File: config.mk
export PLATFORM = sky130hd
export DESIGN_NAME = cyc10_decoder
export DESIGN_NICKNAME = d
export VERILOG_FILES = /design/src/rtl/cyc10_pkg.sv /design/src/rtl/cyc10_lut.sv /design/src/rtl/cyc10_decoder.sv
export SDC_FILE = /design/constraint.sdc
export NUM_CORES = 1
export LEC_CHECK = 0
export CAP_MARGIN = 10
export CORE_UTILIZATION = 39
export CTS_CLUSTER_SIZE = 28
export DETAILED_ROUTE_END_ITERATION = 6
export PLACE_DENSITY = 0.72
export SETUP_SLACK_MARGIN = 0.15
export SLEW_MARGIN = 20
export SYNTH_ARGS = -nofsm -noshare
export SYNTH_HDL_FRONTEND = slang
export SYNTH_SLANG_ARGS = --single-unit
export TNS_END_PERCENT = 100
File: constraint.sdc
create_clock -name clk -period 1.35 [get_ports clk]
set_input_delay 0.27 -clock clk [delete_from_list [all_inputs] [get_ports clk]]
set_output_delay 0.27 -clock clk [all_outputs]
set_load 0.005 [all_outputs]
File: src/rtl/cyc10_pkg.sv
// Shared types and constants for the decimal cyclic (unit-distance) code,
// used by the decoder and the encoder.
package cyc10_pkg;

    typedef logic [3:0] digit_t;

    typedef enum logic {
        ST_EMPTY = 1'b0,
        ST_FULL  = 1'b1
    } state_e;

    localparam logic [3:0] CYC10_CODE_0 = 4'h0;
    localparam logic [3:0] CYC10_CODE_1 = 4'h1;
    localparam logic [3:0] CYC10_CODE_2 = 4'h3;
    localparam logic [3:0] CYC10_CODE_3 = 4'h2;
    localparam logic [3:0] CYC10_CODE_4 = 4'h6;
    localparam logic [3:0] CYC10_CODE_5 = 4'hE;
    localparam logic [3:0] CYC10_CODE_6 = 4'hA;
    localparam logic [3:0] CYC10_CODE_7 = 4'hB;
    localparam logic [3:0] CYC10_CODE_8 = 4'h9;
    localparam logic [3:0] CYC10_CODE_9 = 4'h8;

    localparam digit_t DIGIT_INVALID = 4'hF;

    localparam logic [1:0] STEP_NONE = 2'b00;
    localparam logic [1:0] STEP_INC  = 2'b01;
    localparam logic [1:0] STEP_DEC  = 2'b10;
    localparam logic [1:0] STEP_JUMP = 2'b11;

    // Step from last to cur on the decimal ring, so 9->0 is +1 and 0->9 is -1.
    function automatic logic [1:0] step_of(input digit_t cur, input digit_t last);
        logic [4:0] diff;
        logic [1:0] step;
        diff = {1'b0, cur} + 5'd10 - {1'b0, last};
        if (diff >= 5'd10) begin
            diff = diff - 5'd10;
        end
        case (diff)
            5'd0:    step = STEP_NONE;
            5'd1:    step = STEP_INC;
            5'd9:    step = STEP_DEC;
            default: step = STEP_JUMP;
        endcase
        return step;
    endfunction

endpackage

File: src/rtl/cyc10_lut.sv
// Combinational cyclic-code to digit lookup; the six unused codes return
// DIGIT_INVALID with err_o set.
module cyc10_lut
    import cyc10_pkg::*;
(
    input  logic [3:0] code_i,
    output digit_t     digit_o,
    output logic       err_o
);

    always_comb begin
        digit_o = DIGIT_INVALID;
        err_o   = 1'b1;
        case (code_i)
            CYC10_CODE_0: begin digit_o = 4'd0; err_o = 1'b0; end
            CYC10_CODE_1: begin digit_o = 4'd1; err_o = 1'b0; end
            CYC10_CODE_2: begin digit_o = 4'd2; err_o = 1'b0; end
            CYC10_CODE_3: begin digit_o = 4'd3; err_o = 1'b0; end
            CYC10_CODE_4: begin digit_o = 4'd4; err_o = 1'b0; end
            CYC10_CODE_5: begin digit_o = 4'd5; err_o = 1'b0; end
            CYC10_CODE_6: begin digit_o = 4'd6; err_o = 1'b0; end
            CYC10_CODE_7: begin digit_o = 4'd7; err_o = 1'b0; end
            CYC10_CODE_8: begin digit_o = 4'd8; err_o = 1'b0; end
            CYC10_CODE_9: begin digit_o = 4'd9; err_o = 1'b0; end
            default: ;
        endcase
    end

endmodule

File: src/rtl/cyc10_decoder.sv
// Registered valid/ready decoder for the decimal cyclic code with a saturating
// invalid-code counter. Step checking is added when CYC10_STEP_CHECK_EN is defined.
//
// state    | meaning
// ST_EMPTY | output register holds no result, out_valid=0
// ST_FULL  | output register holds a result, out_valid=1
module cyc10_decoder
    import cyc10_pkg::*;
#(
    parameter int ERR_CNT_W = 8
) (
    input  logic                 clk,
    input  logic                 rst,
    input  logic                 in_valid,
    output logic                 in_ready,
    input  logic [3:0]           in_code,
    output logic                 out_valid,
    input  logic                 out_ready,
    output logic [3:0]           out_digit,
    output logic                 out_err,
`ifdef CYC10_STEP_CHECK_EN
    output logic [1:0]           out_step,
    output logic [ERR_CNT_W-1:0] jump_cnt,
`endif
    output logic [ERR_CNT_W-1:0] err_cnt
);

    state_e                state_q, state_d;
    digit_t                digit_q;
    logic                  err_q;
    logic [ERR_CNT_W-1:0]  err_cnt_q;
    digit_t                lut_digit;
    logic                  lut_err;
    logic                  accept;

    cyc10_lut u_lut (
        .code_i  (in_code),
        .digit_o (lut_digit),
        .err_o   (lut_err)
    );

    assign out_valid = (state_q == ST_FULL);
    assign in_ready  = ~out_valid | out_ready;
    assign accept    = in_valid & in_ready;

    always_comb begin
        state_d = state_q;
        case (state_q)
            ST_EMPTY: if (accept) state_d = ST_FULL;
            ST_FULL:  if (out_ready && !accept) state_d = ST_EMPTY;
            default:  state_d = ST_EMPTY;
        endcase
    end

    always_ff @(posedge clk) begin
        if (rst) begin
            state_q   <= ST_EMPTY;
            digit_q   <= '0;
            err_q     <= 1'b0;
            err_cnt_q <= '0;
        end else begin
            state_q <= state_d;
            if (accept) begin
                digit_q <= lut_digit;
                err_q   <= lut_err;
                if (lut_err && !(&err_cnt_q)) begin
                    err_cnt_q <= err_cnt_q + ERR_CNT_W'(1);
                end
            end
        end
    end

    assign out_digit = digit_q;
    assign out_err   = err_q;
    assign err_cnt   = err_cnt_q;

`ifdef CYC10_STEP_CHECK_EN
    digit_t               last_digit_q;
    logic                 has_last_q;
    logic [1:0]           step_q;
    logic [ERR_CNT_W-1:0] jump_cnt_q;
    logic [1:0]           step_new;

    assign step_new = has_last_q ? step_of(lut_digit, last_digit_q) : STEP_NONE;

    // Invalid codes report no step and leave the reference digit untouched.
    always_ff @(posedge clk) begin
        if (rst) begin
            last_digit_q <= '0;
            has_last_q   <= 1'b0;
            step_q       <= STEP_NONE;
            jump_cnt_q   <= '0;
        end else if (accept) begin
            if (lut_err) begin
                step_q <= STEP_NONE;
            end else begin
                step_q       <= step_new;
                last_digit_q <= lut_digit;
                has_last_q   <= 1'b1;
                if (step_new == STEP_JUMP && !(&jump_cnt_q)) begin
                    jump_cnt_q <= jump_cnt_q + ERR_CNT_W'(1);
                end
            end
        end
    end

    assign out_step = step_q;
    assign jump_cnt = jump_cnt_q;
`endif

endmodule

# == Word level (Yosys, flattened, before mapping) ==
# Cells that the tools add are included.
# classes
addsub,1
n_bitwise,3
n_mux,5
n_eq_ne,9
reduce_logical,8
# ops
operator,n
$pmux W4 S10,1
$eq A4 B4 Y1 const B,5
$reduce_or A10 Y1,1
$add A8 B1 Y8 const B,1
$eq A4 B2 Y1 const B,2
$reduce_and A8 Y1,1
$eq A4 B1 Y1 const B,1
$eq A4 B3 Y1 const B,1
$logic_not A4 Y1,1
$mux W1,3
$logic_and A1 B1 Y1,2
$logic_not A1 Y1,2
$pmux W1 S2,1
$reduce_and A2 Y1,1
$and A1 B1 Y1,1
$not A1 Y1,1
$or A1 B1 Y1,1
# totals
wordCells,30
inputBits,8
ff_bits,14
out_inout_bits,15

# == Logic depth before layout (Yosys ltp) ==
# Gate-level depths: netlist of the first run.
# logic_depth
ltp_word,7
mapped_depth,6
mapped_depth_nobuf,5

# == Cells and area by module ==
# A second synthesis of the first run with hierarchy kept.
# unflattened
hier_cells,86
hier_area_um2,767.0
# modules_own_cells
module,area_per_inst_um2,seq_area_each_um2,cells_per_inst,n_inst
cyc10_decoder,676.9,280.3,75,1
cyc10_lut,90.1,0.0,11,1

# == Worst setup path after synthesis of the first run ==
# Ideal clock, no wire load.
# synth_path
kind,reg2reg
startpoint,reg err_cnt_q[0] (netlist: err_cnt[0])
endpoint,reg err_cnt_q[4] (netlist: err_cnt[4])
required_time_ns,1.280
n_path_buf,0
path_stages_with_launch,5
synth_period_minus_slack_ns,1.343
arrival_ns,1.272
slack_ns,0.007
setup_time_ns,0.070
path_cell_list,dfxtp_1 ha_1 nand2_1 or4_1 a21oi_1
# synth_between
elab_chain_len,4
elab_cells_between_ends,5
cone_classes,add/sub (1); reduce/logical (4)
# synth_lines
item,line,text
start: declaration,cyc10_decoder.sv:31,logic [ERR_CNT_W-1:0] err_cnt_q;
start signal: assignment,cyc10_decoder.sv:67,err_cnt_q <= err_cnt_q + ERR_CNT_W'(1);
"parallel branches: the longest is 4 deep, another holds $add A8 B1 Y8",-,
# Parallel ways; which one is timed is not known.
# A chain may end at the register's enable or synchronous reset.

# == Worst setup path in the final report of the first run ==
# layout_path
startpoint,reg state_q (netlist: out_valid)
endpoint,reg err_cnt_q[7] (netlist: err_cnt[7])
# layout_between
elab_chain_len,4
# layout_lines
item,line,text
start: declaration,cyc10_decoder.sv:28,"state_e state_q, state_d;"
start signal: assignment,cyc10_decoder.sv:62,state_q <= state_d;
$not A1 Y1,-,
$or A1 B1 Y1,cyc10_decoder.sv:43,assign in_ready = ~out_valid | out_ready;
$and A1 B1 Y1,cyc10_decoder.sv:44,assign accept = in_valid & in_ready;
$reduce_and A2 Y1 (no line),-,
# Every way passes these cells.

==> metrics.md, run 1 <==
| Metric | Value |
|---|---|
| Status | `finished with violations` |
| Violated checks | `negative setup slack` |
| Max VDD drop | `0.587 mV` |
| Gpl congestion | `0.767` |
| Setup WS post-layout | `-0.0686 ns` |
| Fmax | `705 MHz` |
| Dpl cells | `142` |
| Diode count | `0` |
| Initial Utilization | `0.412` |
| First-pass GRT wire length | `3660 um` |
| Critical R2R Launch | `out_valid` |
| Max Buffers Root-to-Sink | `2` |
| Input/output buffers | `22` |
| Final critical-path share of the clock period | `1.05` |
| # setup viols final | `5` |
| Pwr Density | `667 nW/um^2` |
| Total CTS buffers | `3` |
| Worst Skew | `0.00337 ns` |
| Hold_sp | `out_digit[1]` |
| Via-per-instance ratio | `5.61` |
| Hold WC Path Type | `flop to flop` |
| Mapped Area | `712 sq um` |
| Critical path startpoint category | `flop` |
| H-Tree Level Count | `1` |
| Max-slew headroom | `0.774` |
| Largest net degree at the start of global routing | `15` |
| Crit path time final | `1.42 ns` |
| Vias in the first global route | `813` |
| Total grt overflow | `0` |
| Most common cell after layout, fill and taps aside | `buf_4` |
| TritonCTS clock tree | `yes` |
| Worst slew pin tran | `0.336 ns` |
| DIE HEIGHT | `44.7 um` |
| Initial antenna violation count | `0` |
| Worst Path Required | `1.54 ns` |
| Rows | `15` |
| Clock-pin slew on the worst setup and hold paths | `0.08 ns` |
| HPWL Detailed | `1340 um` |
| Cell variety after synth | `30` |
| RSZ-0062 raised after global routing | `true` |
| Part of the Yosys area used for sequential elements | `0.394` |
| Worst Setup SP | `out_valid` |
| Leak Pwr | `0.541 nW` |
| Iter 0 DRT Violations | `38` |
| Worst-path fanout max | `5` |
| Antenna-violating nets left | `0` |
| Synthesis-to-layout area growth | `85.6%` |
| Syn_area_per_cell | `8.58 sq um` |
| Die X | `44.7 um` |
| Critical Path End Type | `flop` |
| Crit path DAT | `1.61 ns` |
| CTS Sinks | `14` |
| Root buf cell | `clkbuf_4` |
| Routed length per placed instance | `17.1 um` |
| Non-Filler Instances | `159` |
| Layout cells sized above 1 | `0.515` |
| Commonest cells after routing, fill and taps aside | `buf_4, dlygate4sd2_1, a21oi_1, dfxtp_2` |
| Drc violations | `0` |
| Top Ports | `23` |
| Vias | `892` |
| WHS | `0.475 ns` |
| Global Route Usage Sum | `0.260` |
| Die Area | `2000 sq um` |
| Pins Over Slew Limit | `0` |
| #FFs+latches synth | `14` |
| Syn Nets | `92` |
| Core area | `1730 sq um` |
| Max cap viols | `0` |
| Nets | `144` |
| Hold Vio Cnt, Final | `0` |
| CTS Hold Bufs | `0` |
| Clk Latency, worst-skew pair | `0.28 ns` |
| Ys Warns | `0` |
| Fill cells | `120` |
| Cells after synthesis | `83` |
| Post-Route WL | `2710 um` |
| Setup CP Type | `flop to flop` |
| Drt pass-1 iters | `4` |
==> power by group <==
group / total (mW) / internal, mW / leakage, nW / switching, mW
combinational: 0.193 / 0.106 / 0.405 / 0.0866
sequential: 0.435 / 0.423 / 0.120 / 0.0116
clock: 0.253 / 0.115 / 0.0150 / 0.138
total: 0.881 / 0.645 / 0.541 / 0.236
==> kinds of logic after synthesis <==
family                   after synthesis  synth area share
buffers and inverters                  7            0.0545
AND/OR/NAND/NOR                       33             0.286
flip-flops                            14             0.394
XOR/XNOR                               2            0.0246
AO/OA/AOI/OAI                         26             0.223
adder cells (fa/ha/maj)                1            0.0176
==> synthesized netlist by cell type, drive strengths merged <==
| cell | n | area, sq um |
|---|---|---|
| nand3 | 2 | 10.0 |
| ha | 1 | 12.5 |
| or4 | 2 | 15.0 |
| a31oi | 2 | 12.5 |
| a311oi | 2 | 17.5 |
| nor2 | 4 | 15.0 |
| xnor2 | 2 | 17.5 |
| nor2b | 2 | 20.0 |
| buf | 2 | 18.8 |
| nor4 | 2 | 12.5 |
| nand2 | 8 | 30.0 |
| inv | 3 | 11.3 |
| nand4b | 2 | 32.5 |
| o31ai | 2 | 15.0 |
| a21oi | 12 | 60.1 |
| dfxtp | 14 | 280 |
| nor3 | 5 | 25.0 |
| nand2b | 1 | 6.26 |
| nand3b | 2 | 15.0 |
| and4b | 1 | 10.0 |
| a211oi | 2 | 15.0 |
| a211o | 1 | 10.0 |
| clkbuf | 2 | 8.75 |
| o2111ai | 1 | 8.76 |
| or3 | 2 | 12.5 |
| o21ai | 4 | 20.0 |
==> per-layer routing <==
layer  up-vias  GRT usage  share of wire
li1        418          -              -
met1       436      0.312           0.41
met2        34      0.456           0.53
met3         4     0.0720          0.046
met4         0     0.0727          0.016
met5         -          0              0
==> critical path: stages, from the launching register on <==
cell and delay [ns]:
dfxtp_2 0.33, buf_6 0.11, nand2b_4 0.09, buf_4 0.11
and4b_2 0.31, a31oi_1 0.11, a311oi_1 0.25
==> state kept, by name, summed over array words and instances, names as in the netlist <==
register,count
out_err,1
err_cnt,8
out_valid,1
out_digit,4
==> metrics by stage <==
| stage | cell area (sq um) | setup WS, ns | TNS (ns) | power [mW] | utilization |
|---|---|---|---|---|---|
| global placement | 1070 | -0.488 | -4.61 | 0.599 | 0.622 |
| floorplan | 734 | 0.0830 | 0 | 0.512 | - |
| global route | 1320 | -0.127 | -0.492 | 0.917 | 0.765 |
| finish | 1320 | -0.0686 | -0.155 | 0.881 | 0.765 |
| CTS | 1220 | -0.00255 | -0.00255 | 0.852 | 0.707 |
| detailed placement | 1070 | -0.495 | -4.98 | 0.602 | 0.622 |
==> path summary, 6_finish.rpt <==
check	endpoint	slack (ns)	cells after the start
worst min-delay path	out_digit[1]	0.48	2
worst min register to register	out_digit[1]	0.48	2
worst max-delay path	err_cnt[7]	-0.07	6
worst max register to register	err_cnt[7]	-0.07	6
==> cell type report <==
cell class              instances  area (sq um)  area share
well taps                      25          31.3      0.0237
flip-flops and latches         14           304       0.230
clock buffers                   4          26.3      0.0199
repair buffers                 50           434       0.329
inverters                       3          11.3     0.00852
multi-input cells              63           514       0.389
==> what timing repair did <==
action,4_1_cts,5_1_grt
setup endpoints to repair,27,15
setup buffers,7,5
resized for setup,48,20
pin swaps,6,1
hold endpoints to repair,0,0
gates cloned,1,0
Power figures use the tool's default switching activity.
==> run 2: changes to the inputs <==
Settings changed: ABC_AREA set to 1, CORE_UTILIZATION 39 to 40.
==> metrics.md, run 2 <==
| Metric | Value |
|---|---|
| # setup viols final | `0` |
| Final critical-path share of the clock period | `0.918` |
| Max FFs per register | `8` |
| Commonest cells in the netlist | `nand2_1, inv_1, dfxtp_1` |
| Hold Vio Cnt, Final | `0` |
| Critical path startpoint category | `flop` |
| Worst slew pin tran | `0.291 ns` |
| Layout cells sized above 1 | `0.353` |
| Drc violations | `0` |
| GRT met1 Usage | `0.238` |
| Syn_area_per_cell | `7.12 sq um` |
| Setup WS post-layout | `0.110 ns` |
| Synth Area in Adders | `0.0157` |
| Nets | `164` |
| Iter 0 DRT Violations | `13` |
| Fraction of registers with async set/reset | `0` |
| Hold WC Path Type | `input port to flop` |
| Post-synth EDFFs | `0` |
| Total grt overflow | `0` |
| Die Area | `2170 sq um` |
| Crit path time final | `1.24 ns` |
| Max Buffers Root-to-Sink | `2` |
| Vias in the first global route | `712` |
| Drt pass-1 iters | `4` |
| Vias | `813` |
| Final core utilization | `0.717` |
| Setup CP Type | `flop to output port` |
| Non-Filler Instances | `178` |
| Cell variety after synth | `25` |
| First-pass GRT wire length | `2990 um` |
| Diode count | `0` |
| Worst Skew | `0.00570 ns` |
| Leak Pwr | `0.641 nW` |
| Dpl cells | `166` |
| Top Ports | `23` |
| Die X | `46.6 um` |
| Synth top area cells | `dfxtp_1, nand2_1, inv_1` |
| Most common cell after layout, fill and taps aside | `nand2_1` |
| Main combinational cell family by area after synthesis | `simple AND/OR/NAND/NOR gates` |
| Fill cells | `158` |
| RSZ-0062 raised after global routing | `true` |
| Total CTS buffers | `3` |
| Post-synth top flop | `dfxtp_1` |
| Initial Utilization | `0.442` |
| Via-per-instance ratio | `4.57` |
| Max VDD drop | `0.534 mV` |
| Post-Route WL | `1830 um` |
| Fmax | `807 MHz` |
| Rows | `15` |
| Clock-pin slew on the worst setup and hold paths | `0.07 ns` |
| Top-count cell post-synth | `nand2_1` |
| Max-slew headroom | `0.805` |
| CTS Sinks | `14` |
| Worst Path Required | `1.08 ns` |
| Pwr Density | `668 nW/um^2` |
| Synthesis-to-layout area growth | `62.2%` |
| #FFs+latches synth | `14` |
| Yosys top cell by area | `dfxtp_1` |
| Input/output buffers | `22` |
| Worst-path fanout max | `2` |
| H-Tree Level Count | `1` |
| Cell Area, Placed | `1120 sq um` |
| Root buf cell | `clkbuf_4` |
| Setup WS pre-CTS | `-0.260 ns` |
| DIE HEIGHT | `46.6 um` |
| Area share of the largest cell type after synthesis | `0.352` |
| Met2 usage in global routing | `0.322` |
| HPWL Detailed | `1310 um` |
| Initial antenna violation count | `0` |
| Ys Warns | `0` |
| WHS | `0.436 ns` |
| Post-route cell area | `1290 sq um` |
| Gpl congestion | `0.808` |
| Cells after synthesis | `112` |
| Xor/xnor share of the synthesized area | `0.0220` |
| Compound-cell area share of the yosys netlist | `0.108` |
| Antenna-violating nets left | `0` |
| Pins Over Slew Limit | `0` |
| Simple-Gate Fraction of Synth Area | `0.408` |
| Clk Latency, worst-skew pair | `0.29 ns` |
| Core area | `1800 sq um` |
| Syn Nets | `121` |
| Global-route layer with the greatest usage | `met2` |
| Part of the Yosys area used for sequential elements | `0.352` |
| Crit path DAT | `0.97 ns` |
| Critical Path End Type | `output port` |
| GRT met3 Usage | `0.0706` |
| TritonCTS clock tree | `yes` |
| Routed length per placed instance | `10.3 um` |
| Commonest cells after routing, fill and taps aside | `nand2_1, dlygate4sd2_1, inv_1` |
| Status | `finished, final reports clean` |
| Largest net degree at the start of global routing | `9` |
| Mux share of post-synthesis cell area | `0` |
| Global Route Usage Sum | `0.195` |
| Mapped Area | `797 sq um` |
| Max cap viols | `0` |
==> run 2: cell types whose count changed after synthesis, sizes merged, moves of 4 or more <==
cell / delta
nand2: +27
nor2: +8
nand3: +10
inv: +14
nor3: -4
==> run 2: final cells by class <==
type | count | area (sq um) | area share
clock buffers | 3 | 22.5 | 0.0174
inverters | 18 | 80.1 | 0.0620
multi-input cells | 79 | 507 | 0.392
flip-flops and latches | 14 | 299 | 0.231
well taps | 25 | 31.3 | 0.0242
repair buffers | 39 | 353 | 0.273
==> run 2: path summary, 6_finish.rpt <==
path / startpoint / end / slack (ns) / cells after the start
hold / removal: in_code[1] / out_digit[1] / 0.44 / 4
setup / recovery: out_valid / in_ready / 0.11 / 3
setup reg to reg: err_cnt[0] / err_cnt[3] / 0.12 / 9
hold reg to reg: out_digit[0] / out_digit[0] / 0.46 / 2
==> run 2: critical path, cell delays in order, from the launching register on <==
cell             delay [ns]
dfxtp_2                0.33
buf_6                  0.11
nand2_4                0.06
clkdlybuf4s15_1        0.20
==> run 2: power by group <==
| part | internal, mW | total [mW] | switching, mW |
|---|---|---|---|
| Combinational | 0.0965 | 0.189 | 0.0929 |
| Sequential | 0.428 | 0.437 | 0.00876 |
| Clock | 0.104 | 0.237 | 0.133 |
==> run 2: cell families (layout without fill, tap and decap cells) <==
| group | count (synthesis) | after routing |
|---|---|---|
| AND/OR/NAND/NOR | 61 | 61 |
| flip-flops | 14 | 14 |
| adder cells (fa/ha/maj) | 1 | 1 |
| buffers and inverters | 19 | 60 |
| XOR/XNOR | 2 | 2 |
| AO/OA/AOI/OAI | 15 | 15 |
==> run 2: layer usage <==
| metal | up-vias | wire length (um) | share of wire |
|---|---|---|---|
| met5 | - | 0 | 0 |
| met1 | 351 | 831 | 0.46 |
| li1 | 442 | - | - |
| met4 | 0 | 15 | 0.0082 |
| met3 | 3 | 105 | 0.058 |
| met2 | 17 | 872 | 0.48 |
==> run 2: metrics by stage <==
stage	power [mW]	setup TNS, ns
final	0.863	0
after global routing	0.906	0
after CTS	0.866	0
after detailed placement	0.619	-2.67
after global placement	0.615	-2.35
after floorplan	0.526	0
==> run 2: repair_timing <==
| item | in CTS | in global routing |
|---|---|---|
| pin swaps | 10 | 4 |
| setup endpoints to repair | 24 | 12 |
| hold buffers | 0 | 0 |
| cloned | 0 | 0 |
| setup buffers | 9 | 0 |
| resized for setup | 45 | 4 |
